<file path="src/rtl/updown_counter_bank.sv">
// -----------------------------------------------------------------------------
// updown_counter_bank
//
// Purpose:
//   A bank of CHANNELS independent WIDTH-bit up/down counters. All counters
//   share one prescaled step tick. Each channel has its own load, enable and
//   direction inputs, and an event flag. The event flag reports a wrap, or a
//   clamp when saturation is enabled. This block replaces the old single
//   16-bit mouse-driven counter. It sits between input-sampling logic and
//   display or register consumers.
//
// Configuration macro:
//   UPDOWN_COUNTER_BANK_SATURATE_EN
//     undefined : wrap mode. Results are taken modulo 2**WIDTH. event_flag
//                 pulses after a step that crosses max->0 or 0->max.
//     defined   : saturate mode. A step that would cross the boundary clamps
//                 to max (up) or 0 (down). event_flag pulses after every
//                 clamped step, including steps issued while already at the
//                 limit.
//
// Ports:
//   clock       in   1               single clock, posedge active
//   reset_      in   1               asynchronous active-low reset
//   en          in   CHANNELS        per-channel count enable (sampled on tick)
//   up          in   CHANNELS        per-channel direction, 1 = +STEP
//   load        in   CHANNELS        per-channel synchronous load (wins over step)
//   load_value  in   CHANNELS*WIDTH  load data, channel i at [i*WIDTH +: WIDTH]
//   value       out  CHANNELS*WIDTH  registered counter values, same packing
//   event_flag  out  CHANNELS        registered 1-cycle wrap/clamp pulse
//   tick        out  1               high in the cycle whose closing edge steps
//   half_clock  out  1               registered, toggles on every tick
// -----------------------------------------------------------------------------
module updown_counter_bank #(
  parameter int CHANNELS    = 4,
  parameter int WIDTH       = 16,
  parameter int DIV_LOG2    = 1,
  parameter int STEP        = 1,
  parameter int RESET_VALUE = 0
) (
  input  logic                      clock,
  input  logic                      reset_,
  input  logic [CHANNELS-1:0]       en,
  input  logic [CHANNELS-1:0]       up,
  input  logic [CHANNELS-1:0]       load,
  input  logic [CHANNELS*WIDTH-1:0] load_value,
  output logic [CHANNELS*WIDTH-1:0] value,
  output logic [CHANNELS-1:0]       event_flag,
  output logic                      tick,
  output logic                      half_clock
);

  // One extra bit holds the carry or borrow of each step.
  localparam logic [WIDTH:0]   STEP_EXT  = (WIDTH+1)'(STEP);
  localparam logic [WIDTH-1:0] RST_VAL   = WIDTH'(RESET_VALUE);
  localparam logic [WIDTH-1:0] MAX_VAL   = {WIDTH{1'b1}};
  localparam logic [WIDTH-1:0] MIN_VAL   = {WIDTH{1'b0}};

  logic tick_s;
  logic half_clock_r;

  generate
    if (DIV_LOG2 == 0) begin : g_no_div
      assign tick_s = 1'b1;
    end else begin : g_div
      logic [DIV_LOG2-1:0] presc_r;

      // Free-running prescaler; the tick fires when it holds all ones.
      always_ff @(posedge clock or negedge reset_) begin
        if (!reset_) begin
          presc_r <= {DIV_LOG2{1'b0}};
        end else begin
          presc_r <= presc_r + DIV_LOG2'(1);
        end
      end

      assign tick_s = &presc_r;
    end
  endgenerate

  // half_clock flips on every tick, whether or not any channel is enabled.
  always_ff @(posedge clock or negedge reset_) begin
    if (!reset_) begin
      half_clock_r <= 1'b0;
    end else if (tick_s) begin
      half_clock_r <= ~half_clock_r;
    end else begin
      half_clock_r <= half_clock_r;
    end
  end

  assign tick       = tick_s;
  assign half_clock = half_clock_r;

  genvar gi;
  generate
    for (gi = 0; gi < CHANNELS; gi++) begin : g_ch
      logic [WIDTH-1:0] cnt_r;
      logic             flag_r;
      logic [WIDTH-1:0] cnt_nxt_s;
      logic             flag_nxt_s;
      logic [WIDTH:0]   sum_s;
      logic             cross_s;

      // A set top bit in the WIDTH+1 result means the step crossed the boundary.
      assign sum_s   = up[gi] ? ({1'b0, cnt_r} + STEP_EXT)
                              : ({1'b0, cnt_r} - STEP_EXT);
      assign cross_s = sum_s[WIDTH];

      // Next-state select: load beats step, step beats hold.
      always_comb begin
        cnt_nxt_s  = cnt_r;
        flag_nxt_s = 1'b0;
        if (load[gi]) begin
          cnt_nxt_s  = load_value[gi*WIDTH +: WIDTH];
          flag_nxt_s = 1'b0;
        end else if (tick_s && en[gi]) begin
`ifdef UPDOWN_COUNTER_BANK_SATURATE_EN
          if (cross_s) begin
            cnt_nxt_s = up[gi] ? MAX_VAL : MIN_VAL;
          end else begin
            cnt_nxt_s = sum_s[WIDTH-1:0];
          end
`else
          cnt_nxt_s = sum_s[WIDTH-1:0];
`endif
          flag_nxt_s = cross_s;
        end else begin
          cnt_nxt_s  = cnt_r;
          flag_nxt_s = 1'b0;
        end
      end

      // Per-channel counter and event flag registers.
      always_ff @(posedge clock or negedge reset_) begin
        if (!reset_) begin
          cnt_r  <= RST_VAL;
          flag_r <= 1'b0;
        end else begin
          cnt_r  <= cnt_nxt_s;
          flag_r <= flag_nxt_s;
        end
      end

      assign value[gi*WIDTH +: WIDTH] = cnt_r;
      assign event_flag[gi]           = flag_r;
    end
  endgenerate

endmodule

</file>
<file path="config.mk">
export PLATFORM = sky130hd
export DESIGN_NAME = updown_counter_bank
export DESIGN_NICKNAME = d
export VERILOG_FILES = /design/src/rtl/updown_counter_bank.sv
export SDC_FILE = /design/constraint.sdc
export NUM_CORES = 1
export LEC_CHECK = 0
export CORE_MARGIN = 2
export CORE_UTILIZATION = 45
export CTS_CLUSTER_DIAMETER = 30
export DETAILED_ROUTE_END_ITERATION = 10
export GPL_ROUTABILITY_DRIVEN = 0
export PLACE_DENSITY_LB_ADDON = 0.1
export SLEW_MARGIN = 20
export SYNTH_ARGS = -nofsm -noshare
export SYNTH_HDL_FRONTEND = slang
export SYNTH_SLANG_ARGS = --single-unit
export TNS_END_PERCENT = 20
</file>
<file path="constraint.sdc">
create_clock -name clock -period 2.8 [get_ports clock]
set_clock_uncertainty 0.05 [all_clocks]
set_input_delay 0.28 -clock clock [delete_from_list [all_inputs] [get_ports clock]]
set_output_delay 0.28 -clock clock [all_outputs]
set_load 0.01 [all_outputs]
</file>
==> results of run 1 <==
==> registers in the layout (all words and copies together), names as in the netlist <==
name / cells
tick: 1
g_ch.cnt_r: 64
g_ch.flag_r: 4
half_clock: 1
==> metal layers <==
layer | track usage (%) | share of wire, % | vias up
li1 | - | - | 3164
met1 | 31.76 | 46 | 2922
met2 | 39.34 | 47 | 178
met3 | 5.762 | 5.8 | 33
met4 | 6.537 | 1.6 | 0
met5 | 0 | 0 | -
==> cells by family after synthesis <==
logic type	share of synthesized area, %
flip-flops	27.84
adder cells (fa/ha/maj)	13.21
buffers and inverters	3.799
multiplexers	3.441
XOR/XNOR	6.683
AO/OA/AOI/OAI	26.29
AND/OR/NAND/NOR	18.74
==> report_power, final <==
part	total [mW]	internal (mW)	switching, mW
Clock	1.26	0.779	0.476
Sequential	1.23	1.12	0.110
Combinational	1.94	0.976	0.964
==> layout make-up <==
cell class | instances | area [um^2] | share of cell area, %
sequential | 70 | 1752 | 20.54
timing repair buffer | 196 | 1849 | 21.68
multi-input combinational | 633 | 4300 | 50.43
clock buffer | 10 | 229.0 | 2.685
clock inverter | 6 | 86.33 | 1.012
tap | 180 | 225.2 | 2.641
inverter | 23 | 86.33 | 1.012
==> cell usage after synthesis (6+ instances only) <==
cell,count
a211oi_1,11
a21o_1,14
a21oi_1,74
clkbuf_1,21
dfrtp_1,70
ha_1,60
inv_1,23
mux2i_1,16
nand2_1,91
nand3_1,20
nand3b_1,6
nand4_1,6
nor2_1,45
nor3_1,18
nor3b_1,22
o211ai_1,10
o21a_1,9
o21ai_0,73
o21bai_1,8
o221ai_1,9
xnor2_1,34
xor2_1,14
==> per-stage QoR <==
stage	hold slack, ps	cell area [um^2]	worst slack, ps
after floorplan	-65.59	6291	486.6
after global placement	403.2	8213	59.65
after detailed placement	406.0	8213	-38.64
after CTS	78.00	8528	311.2
after global routing	117.7	8528	102.7
final	43.56	8528	216.7
==> critical path, cell delays in order <==
cell and delay [ps]:
clkdlybuf4s50_1 490, inv_1 150, buf_4 230, ha_1 400, nand2_1 90, o21ai_0 370, a21oi_1 120, o21ai_1 200
nor4_1 80, or3b_1 350
==> path summary, 6_finish.rpt <==
kind	startpoint	endpoint	slack [ps]	cells past startpoint
worst max register to register	g_ch[1].cnt_r[0]	g_ch[1].cnt_r[14]	350	7
worst max-delay path	up[1]	g_ch[1].flag_r	220	10
worst min-delay path	reset_	g_ch[1].cnt_r[3]	40	1
min in group clock	half_clock	half_clock	420	1
worst min register to register	half_clock	half_clock	420	1
max in group asynchronous	reset_	g_ch[2].cnt_r[8]	2070	1
==> run_results.csv, run 1 <==
group,metric,value,unit
floorplan,core-area,0.01377,mm^2
timing,tns,0,ps
floorplan,initial_utilization,45.68,%
power_and_ir_drop,p_per_area,518.8,mW/mm^2
power_and_ir_drop,leakagePower,3.658,nW
synth,synthArstFlopShare,100.0,%
floorplan,die_area,0.01494,mm^2
detailed_routing,routed_via_density,5.632,
timing,hold_viol_final,0,
critical_path,worst-setup-path-type,"primary input to register",
synth,yosysUniqueCellTypes,72,
synth,synth-seq-cells,70,
run_status,status,"finished, final reports clean",
synth,yosysTopAreaCell,"dfrtp_1",
global_route,grt_pass1_vias,6167,
timing,finalSetupViolCount,0,
detailed_routing,routed_wl,17440,um
clock_network,postCtsResizedCells,0,
floorplan,io_pins,148,
clock_network,cts_tree,"built",
clock_network,cts_setup_buffers,0,
synth,seq_area_frac_synth,27.84,%
hold_path,min_path_type,"primary input to async pin",
placement,port_buffers,147,
cells_and_area,fin_cells,1118,
global_route,grt.total_usage,24.02,%
critical_path,worstPathRequired,2970,ps
critical_path,worst_setup_path_start_kind,"primary input",
cells_and_area,n_fill_cell,1234,
detailed_routing,drc,0,
cells_and_area,layout_commonest_cell,"clkdlybuf4s50_1",
synth,synth.avg_cell_area,8.300,um^2
cells_and_area,drive_gt1_share,9.062,%
cells_and_area,nets,1075,
placement,hpwl,13050,um
timing,fin_crit_sh,92.26,%
clock_network,clk_pin_slew,60,ps
timing,relSlewSlack,37.69,%
cells_and_area,final_cell_mix,"146 x clkdlybuf4s50_1, 91 x nand2_1, 74 x a21oi_1",
global_route,grt_first_pass_wirelength,29050,um
detailed_routing,wl_per_cell,15.59,um
timing,tightest_slew,934.6,ps
synth,yosys_warnings,0,
cells_and_area,antenna_cells,0,
detailed_routing,vias,6297,
synth,syn_inst,758,
global_route,grt_max_degree,71,
timing,fin_crit,2583,ps
detailed_routing,first_iter_violations,377,
clock_network,insertion_delay,340,ps
floorplan,die_w,122.2,um
synth,netlist_top_cells_area,"dfrtp_1 28%, ha_1 12%, a21oi_1 5.9%",
critical_path,cp-end-kind,"register",
floorplan,rows,43,
synth,synth_edf_count,0,
flow_run,drv_cap,0,
clock_network,clock_tree.buffer_depth,2,
detailed_routing,ant_nets,0,
clock_network,cts_hold_repair.buffers,0,
critical_path,crit_fanout,11,
timing,rsz0062_at_grt,"false",
floorplan,dieHeight,122.2,um
cells_and_area,fin_util,61.92,%
synth,synth.top_cell.area_share,27.84,%
clock_network,clock_sinks,70,
power_and_ir_drop,power.total,4.425,mW
power_and_ir_drop,peakVddDrop,0.4230,mV
synth,netlist_area,0.006291,mm^2
clock_network,cts_made_buffers,9,
synth,syn-num-nets,900,
detailed_routing,firstDrtPassIters,5,
global_route,antenna_found_initial,0,
clock_network,cts_root_buffer,"clkbuf_16",
synth,synth_ff_type,"dfrtp_1",
cells_and_area,area_growth,35.56,%
clock_network,htreeDepth,3,
timing,drv_slew,0,
critical_path,cp.arrival,2750,ps
placement,dp_cells,1102,
global_route,grt-ovfl-total,0,
timing,fmax,0.3871,GHz
(Power assumes the default switching activity.)
==> inputs of run 2 (changes only) <==
CORE_UTILIZATION = 50   (was 45)
==> run_results.csv, run 2 (synthesis gave the netlist of run 1 again) <==
group,metric,value,unit
run_status,status,"finished, final reports clean",
cells_and_area,area_growth,35.46,%
placement,place_area,0.008243,mm^2
timing,tns,0,ps
power_and_ir_drop,p_per_area,508.2,mW/mm^2
timing,holdWs,27.72,ps
cells_and_area,reg_top3,"g_ch.cnt_r (64), g_ch.flag_r (4)",
critical_path,cp.arrival,2760,ps
timing,fmax,0.3841,GHz
critical_path,cp-end-kind,"register",
hold_path,min_path_type,"primary input to async pin",
global_route,grt-ovfl-total,0,
clock_network,clk_pin_slew,60,ps
clock_network,cts_setup_buffers,0,
clock_network,clock_sinks,70,
timing,setup_ws,196.4,ps
timing,fin_crit,2604,ps
clock_network,cts_hold_repair.buffers,0,
floorplan,die_w,116.2,um
flow_run,drv_cap,0,
global_route,grt.total_usage,27.22,%
detailed_routing,first_iter_violations,328,
cells_and_area,fin_cells,1112,
cells_and_area,top_register,"g_ch.cnt_r",
clock_network,clock_tree.buffer_depth,2,
detailed_routing,firstDrtPassIters,5,
cells_and_area,largest_reg_flops,64,
global_route,grt_max_degree,71,
floorplan,dieHeight,116.2,um
timing,rsz0062_at_grt,"false",
floorplan,die_area,0.01350,mm^2
clock_network,insertion_delay,350,ps
detailed_routing,wl_per_cell,16.12,um
clock_network,cts_root_buffer,"clkbuf_16",
clock_network,cts_tree,"built",
timing,relSlewSlack,37.90,%
floorplan,rows,40,
critical_path,crit_fanout,13,
placement,port_buffers,147,
cells_and_area,nets,1081,
global_route,grt_first_pass_wirelength,29530,um
detailed_routing,vias,6450,
cells_and_area,antenna_cells,0,
placement,post-place-ws,-108.1,ps
cells_and_area,final_cell_mix,"146 x clkdlybuf4s50_1, 91 x nand2_1, 74 x a21oi_1",
clock_network,postCtsResizedCells,0,
critical_path,worstPathRequired,2950,ps
cells_and_area,design_area,0.008522,mm^2
timing,drv_slew,0,
power_and_ir_drop,leakagePower,3.672,nW
timing,tightest_slew,931.5,ps
cells_and_area,fin_util,70.07,%
cells_and_area,drive_gt1_share,9.534,%
timing,hold_viol_final,0,
floorplan,core-area,0.01216,mm^2
floorplan,initial_utilization,51.73,%
power_and_ir_drop,power.total,4.330,mW
detailed_routing,ant_nets,0,
clock_network,htreeDepth,3,
critical_path,worst-setup-path-type,"primary input to register",
global_route,antenna_found_initial,0,
power_and_ir_drop,peakVddDrop,0.3724,mV
critical_path,worst_setup_path_start_kind,"primary input",
global_route,grt_pass1_vias,6196,
floorplan,io_pins,148,
detailed_routing,routed_wl,17920,um
placement,hpwl,13340,um
detailed_routing,routed_via_density,5.800,
cells_and_area,layout_commonest_cell,"clkdlybuf4s50_1",
timing,fin_crit_sh,92.99,%
clock_network,cts_made_buffers,9,
placement,dp_cells,1096,
detailed_routing,drc,0,
timing,finalSetupViolCount,0,
run 2: metal layers:
metal | global-route usage, % | vias up | share of wire [%] | routed length, um
met2 | 46.35 | 219 | 48 | 8634
met4 | 8.968 | 0 | 1.6 | 287
met1 | 35.21 | 3041 | 45 | 8000
li1 | - | 3169 | - | -
met5 | 0 | - | 0 | 0
met3 | 4.878 | 21 | 5.6 | 1002
run 2: layout make-up:
class	instances	area, um^2
fill	982	3640
clock inverter	3	18.77
timing repair buffer	202	1894
clock buffer	13	260.3
inverter	23	86.33
sequential	70	1752
tap	168	210.2
multi-input combinational	633	4300
run 2: power by group:
| group | total (mW) | internal (mW) | leakage, nW | switching [mW] |
|---|---|---|---|---|
| clock | 1.11 | 0.648 | 0.140 | 0.463 |
| sequential | 1.23 | 1.12 | 0.854 | 0.111 |
| combinational | 1.99 | 0.998 | 2.68 | 0.991 |
| total | 4.33 | 2.77 | 3.67 | 1.57 |
run 2: path summary, 6_finish.rpt:
kind | slack (ps) | cells past startpoint | from | endpoint
max | 200 | 9 | up[0] | g_ch[0].cnt_r[11]
min | 30 | 1 | reset_ | g_ch[1].cnt_r[1]
max reg2reg | 290 | 7 | g_ch[1].cnt_r[0] | g_ch[1].cnt_r[14]
min reg2reg | 460 | 1 | half_clock | half_clock
max in group asynchronous | 2070 | 1 | reset_ | g_ch[0].cnt_r[4]
min in group clock | 440 | 3 | load_value[17] | g_ch[1].cnt_r[1]
run 2: critical path, stage by stage:
cell and delay [ps]:
clkdlybuf4s50_1 390, inv_1 390, ha_1 390, a21oi_1 200, o211a_1 230, a21oi_1 150, a311o_2 420, xnor2_1 150
o221ai_1 140
